<file path="src/rtl/ice51_uart_loader.sv">
// ice51_uart_loader: receives MEM_SIZE bytes over 8N1 UART and writes them to program memory from address 0.
// A sticky o_load_done marks the end of the load; stop-bit errors pulse o_frame_err.
module ice51_uart_loader #(
    parameter int CLKS_PER_BIT = 104,
    parameter int MEM_SIZE     = 512,
    parameter int ADDR_W       = 9
) (
    input  logic              i_clk,
    input  logic              i_rst,
    input  logic              i_uart_rx,
    output logic              o_mem_we,
    output logic [ADDR_W-1:0] o_mem_addr,
    output logic [7:0]        o_mem_data,
    output logic              o_load_done,
    output logic              o_frame_err
);
    localparam int CNT_W = $clog2(CLKS_PER_BIT);
    localparam logic [2:0] S_IDLE  = 3'd0;
    localparam logic [2:0] S_START = 3'd1;
    localparam logic [2:0] S_DATA  = 3'd2;
    localparam logic [2:0] S_STOP  = 3'd3;
    localparam logic [2:0] S_BREAK = 3'd4;
    localparam logic [2:0] S_DONE  = 3'd5;
    localparam logic [CNT_W-1:0]  HALF = CNT_W'(CLKS_PER_BIT / 2 - 1);
    localparam logic [CNT_W-1:0]  FULL = CNT_W'(CLKS_PER_BIT - 1);
    localparam logic [ADDR_W-1:0] LAST = ADDR_W'(MEM_SIZE - 1);

    logic              r_rx_meta, r_rx_s;
    logic [2:0]        r_state;
    logic [CNT_W-1:0]  r_cnt;
    logic [2:0]        r_bit;
    logic [7:0]        r_shift;
    logic [ADDR_W-1:0] r_ptr;
    logic              r_mem_we, r_load_done, r_frame_err;
    logic [ADDR_W-1:0] r_mem_addr;
    logic [7:0]        r_mem_data;
    logic              w_half, w_full, w_last;

    assign w_half = r_cnt == HALF;
    assign w_full = r_cnt == FULL;
    assign w_last = r_ptr == LAST;

    always_ff @(posedge i_clk) begin
        if (i_rst) begin
            r_rx_meta   <= 1'b1;
            r_rx_s      <= 1'b1;
            r_state     <= S_IDLE;
            r_cnt       <= '0;
            r_bit       <= '0;
            r_shift     <= '0;
            r_ptr       <= '0;
            r_mem_we    <= 1'b0;
            r_mem_addr  <= '0;
            r_mem_data  <= '0;
            r_load_done <= 1'b0;
            r_frame_err <= 1'b0;
        end else begin
            r_rx_meta   <= i_uart_rx;
            r_rx_s      <= r_rx_meta;
            r_mem_we    <= 1'b0;
            r_frame_err <= 1'b0;
            case (r_state)
                S_IDLE: begin
                    r_cnt <= '0;
                    if (!r_rx_s) r_state <= S_START;
                end
                S_START: begin
                    // a line that is high again at mid start bit was only a glitch
                    if (w_half) begin
                        r_cnt   <= '0;
                        r_bit   <= '0;
                        r_state <= r_rx_s ? S_IDLE : S_DATA;
                    end else begin
                        r_cnt <= r_cnt + 1'b1;
                    end
                end
                S_DATA: begin
                    if (w_full) begin
                        r_cnt          <= '0;
                        r_shift[r_bit] <= r_rx_s;
                        r_bit          <= r_bit + 3'd1;
                        if (r_bit == 3'd7) r_state <= S_STOP;
                    end else begin
                        r_cnt <= r_cnt + 1'b1;
                    end
                end
                S_STOP: begin
                    if (w_full) begin
                        r_cnt <= '0;
                        if (r_rx_s) begin
                            r_mem_we   <= 1'b1;
                            r_mem_addr <= r_ptr;
                            r_mem_data <= r_shift;
                            r_ptr      <= w_last ? r_ptr : r_ptr + 1'b1;
                            r_state    <= w_last ? S_DONE : S_IDLE;
                        end else begin
                            r_frame_err <= 1'b1;
                            r_state     <= S_BREAK;
                        end
                    end else begin
                        r_cnt <= r_cnt + 1'b1;
                    end
                end
                S_BREAK: begin
                    if (r_rx_s) r_state <= S_IDLE;
                end
                S_DONE: begin
                    r_load_done <= 1'b1;
                end
                default: begin
                    r_state <= S_IDLE;
                end
            endcase
        end
    end

    assign o_mem_we    = r_mem_we;
    assign o_mem_addr  = r_mem_addr;
    assign o_mem_data  = r_mem_data;
    assign o_load_done = r_load_done;
    assign o_frame_err = r_frame_err;
endmodule

</file>
<file path="config.mk">
export PLATFORM = sky130hd
export DESIGN_NAME = ice51_uart_loader
export DESIGN_NICKNAME = d
export VERILOG_FILES = /design/src/rtl/ice51_uart_loader.sv
export SDC_FILE = /design/constraint.sdc
export NUM_CORES = 1
export LEC_CHECK = 0
export CORE_ASPECT_RATIO = 1.25
export CORE_MARGIN = 5
export CORE_UTILIZATION = 56
export CTS_CLUSTER_SIZE = 25
export DETAILED_ROUTE_END_ITERATION = 10
export GPL_ROUTABILITY_DRIVEN = 1
export PLACE_DENSITY = 0.88
export SYNTH_ARGS = -nofsm -noshare
export SYNTH_HDL_FRONTEND = slang
export SYNTH_SLANG_ARGS = --single-unit
</file>
<file path="constraint.sdc">
create_clock -name i_clk -period 2.7 [get_ports i_clk]
set_clock_uncertainty 0.2 [all_clocks]
set_input_delay 0.405 -clock i_clk [delete_from_list [all_inputs] [get_ports i_clk]]
set_output_delay 0.405 -clock i_clk [all_outputs]
set_load 0.02 [all_outputs]
</file>
==> impl_metrics.env, run 1 <==
export IMPL_place_hpwl_um=3750
export IMPL_clock_fmax_ghz=0.404
export IMPL_status="finished clean"
export IMPL_path_cells="ha_1 -> nand3_1 -> nor2_1 -> ha_1 -> and3b_1 -> nand4_1 -> or4_1 -> a21oi_1"
export IMPL_end_kind="flop"
export IMPL_grt_usage=0.198
export IMPL_htreeDepth=2
export IMPL_cts_root_buf="clkbuf_8"
export IMPL_ios=23
export IMPL_slew_headroom=0.641
export IMPL_routedWlPerCell_um=14.2
export IMPL_clk_latency_ns=0.31
export IMPL_clkSinkCount=52
export IMPL_vias_per_cell=5.87
export IMPL_p_leak_nw=0.939
export IMPL_clkPwrFrac=0.360
export IMPL_ir_drop_v=0.000367
export IMPL_muxShareOfSynthArea=0.0339
export IMPL_rows=26
export IMPL_power_internal_mw=0.973
export IMPL_grt_pass1_wl_um=8980
export IMPL_fin_cells=367
export IMPL_ys_async_sr_fraction=0
export IMPL_drtPass1Iterations=4
export IMPL_overflow=0
export IMPL_synth_seq_area_share=0.434
export IMPL_netlist_area_um2=2400
export IMPL_syn_num_nets=302
export IMPL_synth_compound_area_frac=0.169
export IMPL_place_inst=359
export IMPL_path_clk_slew_ns=0.10
export IMPL_die_h_um=83.2
export IMPL_seqPwrFrac=0.610
export IMPL_synth_top_family_by_area="simple AND/OR/NAND/NOR gates"
export IMPL_comb_power_share=0.030
export IMPL_cts_tree="built"
export IMPL_clock_path_buffers=2
export IMPL_synthAdderAreaFrac=0.0261
export IMPL_die_area_um2=5700
export IMPL_reg2reg_slack_ns=0.22
export IMPL_synth_xor_area_frac=0.00365
export IMPL_slowest_stage="or4_1"
export IMPL_hold_viol=0
export IMPL_syn_area_per_cell_um2=8.16
export IMPL_synth_flop_cell="dfxtp_1"
export IMPL_cts_made_buffers=5
export IMPL_setup_tns_ns=0
export IMPL_switching_share=0.234
export IMPL_final_antenna_net_count=0
export IMPL_synthCells=294
export IMPL_critPathMaxStageDelay_ns=0.58
export IMPL_cts_repair_resized=0
export IMPL_min_path_type="flop to flop"
export IMPL_startpoint_type="flop"
export IMPL_finalNetCount=318
export IMPL_path_common_cell="ha_1"
export IMPL_ys_warn_count=0
export IMPL_synth_edf_count=0
export IMPL_critPathMaxFanout=10
export IMPL_final_cell_mix="52 x nand2_1, 52 x dfxtp_1, 36 x a21oi_1, 22 x clkdlybuf4s50_1, 16 x nor2_1"
export IMPL_cts_hold_buf=0
export IMPL_wl_um=5210
export IMPL_core_um2=4130
export IMPL_drtIter0Drc=157
export IMPL_rsz0062_at_grt="false"
export IMPL_p_sw_mw=0.298
export IMPL_vias=2156
export IMPL_worstMarginPinSlew_ns=0.537
export IMPL_start_util=0.581
export IMPL_powerDensity_nw_per_um2=459
export IMPL_antenna_found_initial=0
export IMPL_drc=0
export IMPL_yosys_area_share_simple=0.288
export IMPL_min_period_ns=2.48
export IMPL_drive_gt1_frac=0.0740
export IMPL_die_w_um=68.5
export IMPL_grt_max_degree=56
export IMPL_numPortBuffers=22
export IMPL_cap_violations=0
export IMPL_setup_viol=0
export IMPL_synth_seq_cells=52
export IMPL_slew_viol_final=0
export IMPL_synthToLayoutAreaGrowth_pct=15.4
export IMPL_cts_setup_buffers=0
export IMPL_arrival_ns=2.52
export IMPL_criticalPathCategory="flop to flop"
export IMPL_diodes=0
export IMPL_synth_distinct_cells=46
export IMPL_grt_pass1_vias=2010
export IMPL_cp_required_ns=2.74
export IMPL_place_gp_congestion=0.905
export IMPL_fin_crit_sh=0.918
-- cell families after synthesis --
kind of cell	Yosys count
xor+xnor	1
flops	52
mux	8
buf+inv	27
compound gates	71
fa+ha+maj	5
simple gates	130
-- power by group through the flow --
stage | clock [mW] | combinational [mW] | sequential (mW)
finish | 0.458 | 0.0375 | 0.775
global route | 0.509 | 0.0424 | 0.776
CTS | 0.475 | 0.0375 | 0.775
detailed placement | 0 | 0.0373 | 0.793
global placement | 0 | 0.0368 | 0.793
floorplan | 0 | 0.0279 | 0.789
-- critical path: cells and delay by family (launching register included) --
| kind | cells | cell delay [ns] |
|---|---|---|
| simple gates | 5 | 1.24 |
| fa+ha+maj | 2 | 0.46 |
| flops | 1 | 0.36 |
| compound gates | 1 | 0.16 |
-- final timing paths --
kind,start,to,cells after the start
setup / recovery,r_ptr[0]$_SDFFE_PP0P_,r_ptr[5]$_SDFFE_PP0P_,8
hold / removal,r_rx_meta$_SDFF_PP1_,r_rx_s$_SDFF_PP1_,1
setup reg to reg,r_ptr[0]$_SDFFE_PP0P_,r_ptr[5]$_SDFFE_PP0P_,8
hold reg to reg,r_rx_meta$_SDFF_PP1_,r_rx_s$_SDFF_PP1_,1
-- through the flow --
step,hold WS [ns],worst slack (ns),cell area [um^2],power (mW),util
2_1_floorplan,0.189,0.518,2400,0.817,-
3_3_place_gp,0.195,0.354,2680,0.830,0.647
3_5_place_dp,0.204,0.263,2680,0.830,0.647
4_1_cts,0.229,0.228,2770,1.29,0.670
5_1_grt,0.240,0.0458,2770,1.33,0.670
6_report,0.224,0.222,2770,1.27,0.670
-- layer usage --
metal / track usage / up-vias / routed length, um
li1: - / 1083 / -
met1: 0.240 / 1004 / 2150
met2: 0.324 / 55 / 2690
met3: 0.0351 / 14 / 226
met4: 0.0976 / 0 / 145
met5: 0 / - / 0
-- state kept, by name, summed over array words and instances, names as in the netlist --
name and flops:
r_state 3, r_bit 3, r_ptr 9, r_rx_s 1, o_mem_we 1, o_frame_err 1
r_shift 8, o_mem_addr 9, o_load_done 1, r_rx_meta 1, o_mem_data 8, r_cnt 7
-- cell type report --
class,instances,area (um^2)
Fill cell,360,1360
Multi-Input combinational cell,215,1250
Sequential cell,52,1040
Timing Repair Buffer,30,293
Tap cell,56,70.1
Clock buffer,5,68.8
Clock inverter,3,25.0
Inverter,6,22.5
-- synthesized netlist by cell type (2+ instances only) --
cell type   n  area, um^2
o22ai_1     2        12.5
nor3_1      6        30.0
inv_1       5        18.8
o211ai_1    2        15.0
mux2i_1     7        70.1
o21ai_1     3        15.0
o21ai_0    11        55.1
dfxtp_1    52        1040
a21oi_1    36         180
nor2b_1     4        25.0
o31ai_1     4        30.0
buf_2       6        30.0
or4_1       7        52.6
clkbuf_1   14        52.6
nand2_1    52         195
nor2_1     16        60.1
nand2b_1    6        37.5
and2_1      3        18.8
o221ai_1    2        17.5
ha_1        5        62.6
or3_1       3        18.8
nand3b_1    4        30.0
a31oi_1     5        31.3
nand4_1     9        56.3
nand3_1     8        40.0
or2_2       2        12.5
Note: power is estimated with default switching activity, not from simulation.
==> inputs of run 2 (changes only) <==
--- a/config.mk
+++ b/config.mk
@@ -5,6 +5,7 @@
 export SDC_FILE = /design/constraint.sdc
 export NUM_CORES = 1
 export LEC_CHECK = 0
+export ABC_CLOCK_PERIOD_IN_PS = 2700
 export CORE_ASPECT_RATIO = 1.25
 export CORE_MARGIN = 5
 export CORE_UTILIZATION = 56
==> results of run 2 <==
No change in the layout: final DEF, timing and power equal those of run 1.
